`src/rtl/cordic_iter_engine_if.sv`:
```
// Request/response bundle for the iterative CORDIC engine.
// The master side is upstream (drives in_* and out_ready); the engine is the slave.
interface cordic_iter_engine_if #(
    parameter int unsigned W  = 16,
    parameter int unsigned ZW = 20
);
    logic                 in_valid;
    logic                 in_ready;
    logic                 in_mode;
    logic signed [W-1:0]  in_x;
    logic signed [W-1:0]  in_y;
    logic signed [ZW-1:0] in_z;
    logic                 out_valid;
    logic                 out_ready;
    logic signed [W+1:0]  out_x;
    logic signed [W+1:0]  out_y;
    logic signed [ZW-1:0] out_z;

    modport master (
        output in_valid, in_mode, in_x, in_y, in_z, out_ready,
        input  in_ready, out_valid, out_x, out_y, out_z
    );

    modport slave (
        input  in_valid, in_mode, in_x, in_y, in_z, out_ready,
        output in_ready, out_valid, out_x, out_y, out_z
    );
endinterface

```
`src/rtl/cordic_iter_engine.sv`:
```
// Iterative circular CORDIC: one micro-rotation per clock, fed by an external
// registered arctan ROM (1-cycle latency). Rotation and vectoring modes, no gain fix-up.
module cordic_iter_engine #(
    parameter int unsigned W     = 16,
    parameter int unsigned ZW    = 20,
    parameter int unsigned ITERS = 16
) (
    input  logic         clock,
    input  logic         reset,
    cordic_iter_engine_if.slave bus,
    output logic [3:0]   table_addr,
    input  logic [16:0]  table_data
);
    localparam int unsigned XW   = W + 2;
    localparam logic [3:0]  LAST = 4'(ITERS - 1);

    typedef enum logic [1:0] {IDLE, PRIME, ITER, DONE} state_t;

    state_t               state;
    logic                 mode_r;
    logic [3:0]           iter_r;
    logic signed [XW-1:0] x_r;
    logic signed [XW-1:0] y_r;
    logic signed [ZW-1:0] z_r;

    logic signed [XW-1:0] x_sh;
    logic signed [XW-1:0] y_sh;
    logic signed [ZW-1:0] ang;
    logic                 dir;
    logic signed [XW-1:0] x_nx;
    logic signed [XW-1:0] y_nx;
    logic signed [ZW-1:0] z_nx;

    assign bus.in_ready = (state == IDLE);

    // One micro-rotation; dir=1 means d=+1.
    always_comb begin
        x_sh = x_r >>> iter_r;
        y_sh = y_r >>> iter_r;
        ang  = ZW'(table_data);
        dir  = mode_r ? y_r[XW-1] : ~z_r[ZW-1];
        x_nx = x_r;
        y_nx = y_r;
        z_nx = z_r;
        if (dir) begin
            x_nx = x_r - y_sh;
            y_nx = y_r + x_sh;
            z_nx = z_r - ang;
        end else begin
            x_nx = x_r + y_sh;
            y_nx = y_r - x_sh;
            z_nx = z_r + ang;
        end
    end

    always_ff @(posedge clock) begin
        if (reset) begin
            state         <= IDLE;
            mode_r        <= 1'b0;
            iter_r        <= 4'd0;
            table_addr    <= 4'd0;
            x_r           <= '0;
            y_r           <= '0;
            z_r           <= '0;
            bus.out_valid <= 1'b0;
            bus.out_x     <= '0;
            bus.out_y     <= '0;
            bus.out_z     <= '0;
        end else begin
            case (state)
                IDLE: begin
                    if (bus.in_valid) begin
                        x_r        <= {{2{bus.in_x[W-1]}}, bus.in_x};
                        y_r        <= {{2{bus.in_y[W-1]}}, bus.in_y};
                        z_r        <= bus.in_z;
                        mode_r     <= bus.in_mode;
                        table_addr <= 4'd0;
                        state      <= PRIME;
                    end
                end
                // ROM is registering entry 0 during this cycle.
                PRIME: begin
                    table_addr <= 4'd1;
                    iter_r     <= 4'd0;
                    state      <= ITER;
                end
                ITER: begin
                    x_r        <= x_nx;
                    y_r        <= y_nx;
                    z_r        <= z_nx;
                    table_addr <= iter_r + 4'd2;
                    iter_r     <= iter_r + 4'd1;
                    if (iter_r == LAST) begin
                        bus.out_valid <= 1'b1;
                        bus.out_x     <= x_nx;
                        bus.out_y     <= y_nx;
                        bus.out_z     <= z_nx;
                        state         <= DONE;
                    end
                end
                DONE: begin
                    if (bus.out_ready) begin
                        bus.out_valid <= 1'b0;
                        state         <= IDLE;
                    end
                end
                default: state <= IDLE;
            endcase
        end
    end
endmodule

```
`src/flat_wrapper.sv`:
```
// flat-port wrapper written by rule: the top's interface ports become plain ports
module cordic_iter_engine_flat 
#(
    parameter int unsigned W     = 16,
    parameter int unsigned ZW    = 20,
    parameter int unsigned ITERS = 16
)
  (clock, reset, table_addr, table_data, bus_in_valid, bus_in_mode, bus_in_x, bus_in_y, bus_in_z, bus_out_ready, bus_in_ready, bus_out_valid, bus_out_x, bus_out_y, bus_out_z);
  cordic_iter_engine_if #(.W(W), .ZW(ZW)) bus_i ();
  input  logic clock;
  input  logic reset;
  output logic [3:0] table_addr;
  input  logic [16:0] table_data;
  input wire logic [$bits(bus_i.in_valid)-1:0] bus_in_valid;
  input wire logic [$bits(bus_i.in_mode)-1:0] bus_in_mode;
  input wire logic [$bits(bus_i.in_x)-1:0] bus_in_x;
  input wire logic [$bits(bus_i.in_y)-1:0] bus_in_y;
  input wire logic [$bits(bus_i.in_z)-1:0] bus_in_z;
  input wire logic [$bits(bus_i.out_ready)-1:0] bus_out_ready;
  output wire logic [$bits(bus_i.in_ready)-1:0] bus_in_ready;
  output wire logic [$bits(bus_i.out_valid)-1:0] bus_out_valid;
  output wire logic [$bits(bus_i.out_x)-1:0] bus_out_x;
  output wire logic [$bits(bus_i.out_y)-1:0] bus_out_y;
  output wire logic [$bits(bus_i.out_z)-1:0] bus_out_z;
  assign bus_i.in_valid = bus_in_valid;
  assign bus_i.in_mode = bus_in_mode;
  assign bus_i.in_x = bus_in_x;
  assign bus_i.in_y = bus_in_y;
  assign bus_i.in_z = bus_in_z;
  assign bus_i.out_ready = bus_out_ready;
  assign bus_in_ready = bus_i.in_ready;
  assign bus_out_valid = bus_i.out_valid;
  assign bus_out_x = bus_i.out_x;
  assign bus_out_y = bus_i.out_y;
  assign bus_out_z = bus_i.out_z;
  cordic_iter_engine #(.W(W), .ZW(ZW), .ITERS(ITERS)) u_core (.clock(clock), .reset(reset), .bus(bus_i), .table_addr(table_addr), .table_data(table_data));
endmodule
```
`config.mk`:
```
export PLATFORM = sky130hd
export DESIGN_NAME = cordic_iter_engine_flat
export DESIGN_NICKNAME = d
export VERILOG_FILES = /design/src/rtl/cordic_iter_engine_if.sv /design/src/rtl/cordic_iter_engine.sv /design/src/flat_wrapper.sv
export SDC_FILE = /design/constraint.sdc
export NUM_CORES = 1
export LEC_CHECK = 0
export ABC_AREA = 1
export ABC_CLOCK_PERIOD_IN_PS = 8700
export CORE_MARGIN = 2
export CORE_UTILIZATION = 29
export DETAILED_ROUTE_END_ITERATION = 8
export HOLD_SLACK_MARGIN = 0.1
export PLACE_DENSITY_LB_ADDON = 0.2
export SLEW_MARGIN = 40
export SYNTH_ARGS = -nofsm -noshare
export SYNTH_HDL_FRONTEND = slang
export SYNTH_SLANG_ARGS = --single-unit
```
`constraint.sdc`:
```
create_clock -name clock -period 8.7 [get_ports clock]
set_input_delay 2.175 -clock clock [delete_from_list [all_inputs] [get_ports clock]]
set_output_delay 2.175 -clock clock [all_outputs]
set_load 0.03 [all_outputs]
```
==> results of run 1 <==
## layout make-up
cell class / instances / area (sq um)
repair buffers: 150 / 1470
inverters: 141 / 536.8
fillers: 3930 / 22930
diodes: 2 / 5.005
flip-flops and latches: 124 / 2484
clock buffers: 18 / 439.2
clock inverters: 14 / 135.1
multi-input cells: 1326 / 7164
well taps: 461 / 576.8
## per-stage QoR
stage               setup WS [ps]  hold slack [ps]  utilization  instance area, sq um
CTS                          3149            473.8       0.3579                 12790
global placement             2746            453.3       0.3419                 12220
global route                 2694            483.5       0.3583                 12810
detailed placement           2669            457.2       0.3419                 12220
finish                       3138            471.7       0.3584                 12810
floorplan                    3737            447.4            -                 10570
## path summary, 6_finish.rpt
path	endpoint	start	slack (ps)	depth (start not counted)
hold reg to reg	u_core.table_addr[2]$_SDFFE_PP0P_	u_core.table_addr[2]$_SDFFE_PP0P_	470	2
setup reg to reg	u_core.bus.out_y[17]$_SDFFE_PP0P_	u_core.iter_r[0]$_SDFFE_PP0P_	4060	26
hold / removal	u_core.table_addr[2]$_SDFFE_PP0P_	u_core.table_addr[2]$_SDFFE_PP0P_	470	2
setup / recovery	u_core.bus.out_z[19]$_SDFFE_PP0P_	table_data[0]	3140	19
## layout by cell type, fill, tap and decap left out, types with 11 or more instances in the layout
cell type and count:
dfxtp_1 123, clkdlybuf4s50_1 134, nand2_1 371, a21oi_1 144, ha_1 62, xnor2_1 23, o211ai_1 18, buf_4 12
xor2_1 63, nor3_1 11, nand3_2 23, o21ai_0 125, nand2_2 23, nor2_1 195, clkbuf_16 17, nand4_1 11
nand3_1 182, inv_1 132
## layer usage
metal	routed length (microns)	GRT usage	vias to the layer above
met4	1065	0.06983	2
met2	17850	0.3369	260
li1	-	-	5728
met5	16	0	-
met3	2112	0.04841	46
met1	17760	0.2562	5247
## worst max-delay path, stage by stage
cell and delay [ps]:
clkdlybuf4s50_1 500, inv_1 150, ha_1 190, nand2_1 80
o31ai_1 340, o21a_1 210, nand2_1 90, a21oi_1 240
o21ai_0 200, xnor2_1 170, ha_1 340, nand2_1 130
nor3_1 280, nand4_1 130, o211ai_1 240, xor2_1 210
nand2_1 70, o211ai_1 100, inv_1 50
## flip-flops by register name (all words and copies together) (netlist names)
signal,count
u_core.x_r,18
u_core.z_r,20
u_core.bus.out_z,20
u_core.mode_r,1
u_core.bus.out_y,18
u_core.iter_r,4
u_core.bus.out_x,18
u_core.table_addr,4
u_core.state,2
u_core.bus.out_valid,1
u_core.y_r,18
## logic make-up (layout without fill, tap and decap cells)
family,after synthesis,count (layout),share of synthesized area
compound gates,336,336,0.1737
xor+xnor,86,86,0.07124
fa+ha+maj,66,66,0.08024
buf+inv,224,323,0.08888
flops,124,124,0.2348
other cells,0,2,0
simple gates,838,838,0.3511
## power by group
| part | total [mW] | internal, mW | switching [mW] | leakage [nW] |
|---|---|---|---|---|
| Combinational | 3.48 | 1.15 | 2.33 | 4.69 |
| Sequential | 0.828 | 0.673 | 0.155 | 1.01 |
| Clock | 0.704 | 0.404 | 0.300 | 0.270 |
==> key figures, run 1 <==
Run status
  – Outcome: finished, final reports clean

Timing
  – Max-slew violations: 0
  – Slew @ Worst Pin: 723.9 ps
  – Part of the cycle the worst path needs: 0.6393
  – Setup_tns: 0 ps
  – Clock Skew: roughly 13 ps
  – Slew HR: 0.5174
  – Tmin final: 5562 ps
  – Max Clk Rate: 179.8 MHz
  – Final hold vios: 0
  – RSZ-0062 raised after global routing: false
  – Final setup fails: 0

Cells and area
  – P&R area growth vs syn: 21.17%
  – Nets: 1,900
  – Share of layout cells above drive strength 1: 0.07163
  – Final std cells w/o fill: ~2,200

Power
  – Max VDD drop: between 0.15 and 0.2 mV
  – PD cells: 390.9 nW/um^2
  – Total power: 5.008 mW
  – Pleak: between 5 and 6 nW

Routing
  – 1st-pass router iterations: 5
  – DRT iter0 DRCs: approximately 670
  – Wirelength per Cell: 17.35 microns
  – Routed Antenna Nets: 0
  – Via density: 5.046
  – DRC viols: 0
  – Vias: approximately 11,000
  – Final wirelength: 38,800 microns

CTS
  – Worst-path clk slew: 70 ps
  – H-tree Lvls: 4
  – Clk buf depth: 2
  – Post-CTS Hold Fix Bufs: 0
  – TritonCTS clock tree: yes
  – Root Driver: clkbuf_16
  – Setup repair bufs after CTS: 0
  – Clock buffer count from CTS: 17
  – Clk sinks: between 100 and 150
  – Clock Latency Late Sink: about 440 ps
  – PostCTS Resize Cnt: 0

Die
  – Row Count: 69
  – Die Area: 38,000 sq um
  – Die Width: around 190 microns
  – Die height: approximately 190 microns
  – Top Ports: around 140
  – Core ar.: 35,740 sq um
  – Initial Utilization: 0.2958

Place
  – Port bufs: about 140
  – Dpl hpwl: around 29,000 microns
  – Gp weighted congestion: approximately 0.92
  – Dpl cells: 2,202

Yosys
  – Top_reg_cell synth: dfxtp_1
  – Ys async rst share: 0
  – Seq cells post-synth: approximately 120
  – Post-synth top area share: 0.2348
  – Syn Area/Cell: ~6.3 sq um
  – Cell taking the most area after synthesis: dfxtp_1
  – Synth Warn #: 0
  – Syn Std Cell Area: 10,570 sq um
  – Top cells by area, synth: dfxtp_1, nand2_1, nand3_1, ha_1, nor2_1
  – Most frequent cell after synthesis: nand2_1
  – Synth top cells by count: nand2_1, nor2_1, nand3_1
  – Sequential-to-total area share from yosys stat: 0.2348
  – Number of synthesized flops with an enable pin: 0
  – Post-synthesis net count: 1,814
  – Netlist cell types: 44
  – Post-synthesis cell count: roughly 1,700

Setup path
  – Worst Setup End Kind: flop
  – Critical path peak fanout: 4
  – Worst path required time: about 9000 ps
  – Crit path kind: primary input to flop
  – Startpoint class of the critical path: primary input
  – Worst EP arrival: roughly 6000 ps

Global route
  – Total GRT Usage: 0.2027
  – Vias in the first global route: between 10,000 and 15,000
  – Initial antenna violation count: 3
  – Grt ovf: 0
  – First-pass GRT wire length: 60,150 microns
  – Largest net degree at the start of global routing: 75

Job
  – Max cap viols: 0

Min path
  – Hold Path Class: flop to flop
No activity file was read; power rests on OpenSTA's default activity.
==> run 2, diff against run 1 <==
--- a/config.mk
+++ b/config.mk
@@ -6,7 +6,7 @@
 export NUM_CORES = 1
 export LEC_CHECK = 0
 export ABC_AREA = 1
-export ABC_CLOCK_PERIOD_IN_PS = 8700
+export ABC_CLOCK_PERIOD_IN_PS = 5250
 export CORE_MARGIN = 2
 export CORE_UTILIZATION = 29
 export DETAILED_ROUTE_END_ITERATION = 8
==> constraint.sdc (replaced) <==
create_clock -name clock -period 5.25 [get_ports clock]
set_input_delay 1.3125 -clock clock [delete_from_list [all_inputs] [get_ports clock]]
set_output_delay 1.3125 -clock clock [all_outputs]
set_load 0.03 [all_outputs]
==> key figures, run 2 (same netlist as run 1, synthesis figures left out) <==
Run status
  – Outcome: finished, final reports clean (unchanged)

Power
  – PD cells: 654.8 nW/um^2 (was 390.9 nW/um^2)
  – Reg power frac: 0.163 (was 0.165)
  – Logic pwr share: 0.690 (was 0.694)
  – Int Pwr: 3.749 mW (was 2.223 mW)
  – Switching power: 4.693 mW (was 2.785 mW)
  – Pleak: 6.031 nW (was 5.975 nW)
  – Max VDD drop: 0.2415 mV (was 0.1573 mV)
  – Clock share of power: 0.146 (was 0.141)
  – Sw frac: 0.5559 (was 0.5561)
  – Total power: 8.442 mW (was 5.008 mW)

Timing
  – Setup_tns: 0 ps (unchanged)
  – Tmin final: about 4600 ps
  – Final hold slack: 466.6 ps (was 471.7 ps)
  – Final setup fails: 0 (unchanged)
  – Slew @ Worst Pin: 851.8 ps (was 723.9 ps)
  – Fin worst setup slack: 617.6 ps (was 3138 ps)
  – Max Clk Rate: about 220 MHz
  – RSZ-0062 raised after global routing: false (unchanged)
  – Clock Skew: 13.72 ps (was 12.57 ps)
  – Part of the cycle the worst path needs: 0.8824
  – Max-slew violations: 0 (unchanged)
  – Slew HR: 0.4321 (was 0.5174)
  – Final hold vios: 0 (unchanged)

Setup path
  – Worst Setup End Kind: flop (unchanged)
  – Critical path peak fanout: 4 (unchanged)
  – Slowest cell on crit path: clkdlybuf4s50_1 (unchanged)
  – Worst EP arrival: 4930 ps (was 5900 ps)
  – Crit path kind: primary input to flop (unchanged)
  – Cell family with most CP delay: compound AO/OA/AOI/OAI gates (unchanged)
  – Crit path top cell by count: nand2_1 (unchanged)
  – CP peak stage delay: 500 ps (about the same)
  – Flop2flop setup slack: 680 ps (was 4060 ps)
  – Buf+Inv Stages, Crit Path: 2 (was 3)
  – Worst path cell trace: clkdlybuf4s50_1, inv_1, ha_1, nand2_1, o31ai_1, o21a_1, nand2_1, a21oi_1, o21ai_0, xnor2_1, ha_1, nand2_1, nor3_1, nand4_1, o211ai_1, xor2_1, nand2_1, nand2_1, a21oi_1 (was clkdlybuf4s50_1, inv_1, ha_1, nand2_1, o31ai_1, o21a_1, nand2_1, a21oi_1, o21ai_0, xnor2_1, ha_1, nand2_1, nor3_1, nand4_1, o211ai_1, xor2_1, nand2_1, o211ai_1, inv_1)
  – Startpoint class of the critical path: primary input (unchanged)
  – Worst path required time: 5550 ps (was 9030 ps)

CTS
  – Clk buf depth: 2 (unchanged)
  – Setup repair bufs after CTS: 0 (unchanged)
  – PostCTS Resize Cnt: 0 (unchanged)
  – H-tree Lvls: 4 (unchanged)
  – Clock buffer count from CTS: 17 (unchanged)
  – Post-CTS Hold Fix Bufs: 0 (unchanged)
  – Root Driver: clkbuf_16 (unchanged)
  – Clock Latency Late Sink: 440 ps (about the same)
  – Clk sinks: 124 (unchanged)
  – Worst-path clk slew: 60 ps (was 70 ps)
  – TritonCTS clock tree: yes (unchanged)

Global route
  – Largest net degree at the start of global routing: 68 (was 75)
  – Grt ovf: 0 (unchanged)
  – First-pass GRT wire length: 60,080 microns (was 60,150 microns)
  – Initial antenna violation count: 1 (was 3)
  – Total GRT Usage: 0.2026 (was 0.2027)
  – Vias in the first global route: 10,850 (was 10,874)

Cells and area
  – Commonest non-fill, non-tap cell in the layout: nand2_1 (unchanged)
  – Area of the multi-input gates: 7164 sq um (unchanged)
  – P&R area growth vs syn: 21.95% (was 21.17%)
  – Filler cells: 3,961 (was 3,930)
  – Sequential Area: 2482 sq um (was 2484 sq um)
  – Share of layout cells above drive strength 1: 0.07476 (was 0.07163)
  – Biggest regs: u_core.bus.out_z x20, u_core.z_r x20 (unchanged)
  – Final Core Density: 0.3607 (was 0.3584)
  – Most frequent cells in the layout: nand2_1, nor2_1, nand3_1, a21oi_1, clkdlybuf4s50_1 (unchanged)
  – Nets: 1,906 (was 1,900)

Routing
  – Via density: 5.079 (was 5.046)
  – Wirelength per Cell: 17.36 microns (was 17.35 microns)
  – DRT iter0 DRCs: 798 (was 671)
  – Final wirelength: 38,930 microns (was 38,800 microns)
  – Vias: 11,388 (was 11,283)
  – Routed Antenna Nets: 0 (unchanged)
  – 1st-pass router iterations: 5 (unchanged)
  – DRC viols: 0 (unchanged)

Place
  – Gp weighted congestion: 0.9299 (was 0.9242)
  – Dpl hpwl: 29,850 microns (was 29,010 microns)
  – Pre-CTS setup slack: 161.2 ps (was 2669 ps)
  – Port bufs: 135 (unchanged)

Die
  – Die Area: 38,000 sq um (unchanged)
  – Core ar.: 35,740 sq um (unchanged)
  – Die Width: 194.9 microns (unchanged)
  – Initial Utilization: 0.2958 (unchanged)
  – Top Ports: 136 (unchanged)
  – Row Count: 69 (unchanged)
  – Die height: 194.9 microns (unchanged)

Job
  – Max cap viols: 0 (unchanged)

Min path
  – Hold Path Class: flop to flop (unchanged)
[run 2: power by group through the flow]
| stage | clock network (mW) | logic [mW] | registers (mW) |
|---|---|---|---|
| after CTS | 1.27 | 5.86 | 1.37 |
| final | 1.23 | 5.83 | 1.38 |
| after floorplan | 0 | 4.21 | 1.27 |
| after global placement | 0 | 5.80 | 1.40 |
| after detailed placement | 0 | 5.82 | 1.39 |
| after global routing | 1.30 | 6.51 | 1.39 |
[run 2: path summary, 6_finish.rpt]
| check | endpoint | cells past startpoint | from |
|---|---|---|---|
| worst min register to register | u_core.bus.out_x[1]$_SDFFE_PP0P_ | 2 | u_core.bus.out_x[1]$_SDFFE_PP0P_ |
| worst max register to register | u_core.bus.out_y[17]$_SDFFE_PP0P_ | 24 | u_core.iter_r[1]$_SDFFE_PP0P_ |
| worst max-delay path | u_core.z_r[19]$_SDFFE_PP0P_ | 19 | table_data[0] |
| worst min-delay path | u_core.bus.out_x[1]$_SDFFE_PP0P_ | 2 | u_core.bus.out_x[1]$_SDFFE_PP0P_ |
[run 2: stage by stage]
stage	std cells	instance area (sq um)
floorplan	1674	10570
global placement	2208	12290
detailed placement	2208	12290
CTS	2240	12890
global route	2240	12890
finish	2242	12890
[run 2: area by class of cell]
cell class,count,share of cell area
Sequential cell,124,0.1925
Clock buffer,17,0.03299
Antenna cell,2,0.0003882
Timing Repair Buffer,156,0.1186
Inverter,141,0.04182
Clock inverter,15,0.01329
Multi-Input combinational cell,1326,0.5557
Tap cell,461,0.04474
[run 2: worst register-to-register path: cells and delay by family, from the launching register on]
family | cells | cell delay [ps]
DFF | 1 | 510
xor gates and xnor gates | 1 | 180
buffers and inverters | 3 | 530
AOI/OAI and AO/OA | 1 | 530
adders and majority gates | 2 | 530
and+or+nand+nor | 17 | 2170
[run 2: per-layer routing]
metal  vias up  routed length [microns]  GRT usage
li1       5757                        -          -
met1      5317                    17840     0.2630
met2       281                    18500     0.3450
met3        33                     1886    0.03418
met4         0                      705    0.05683
met5         -                        0          0
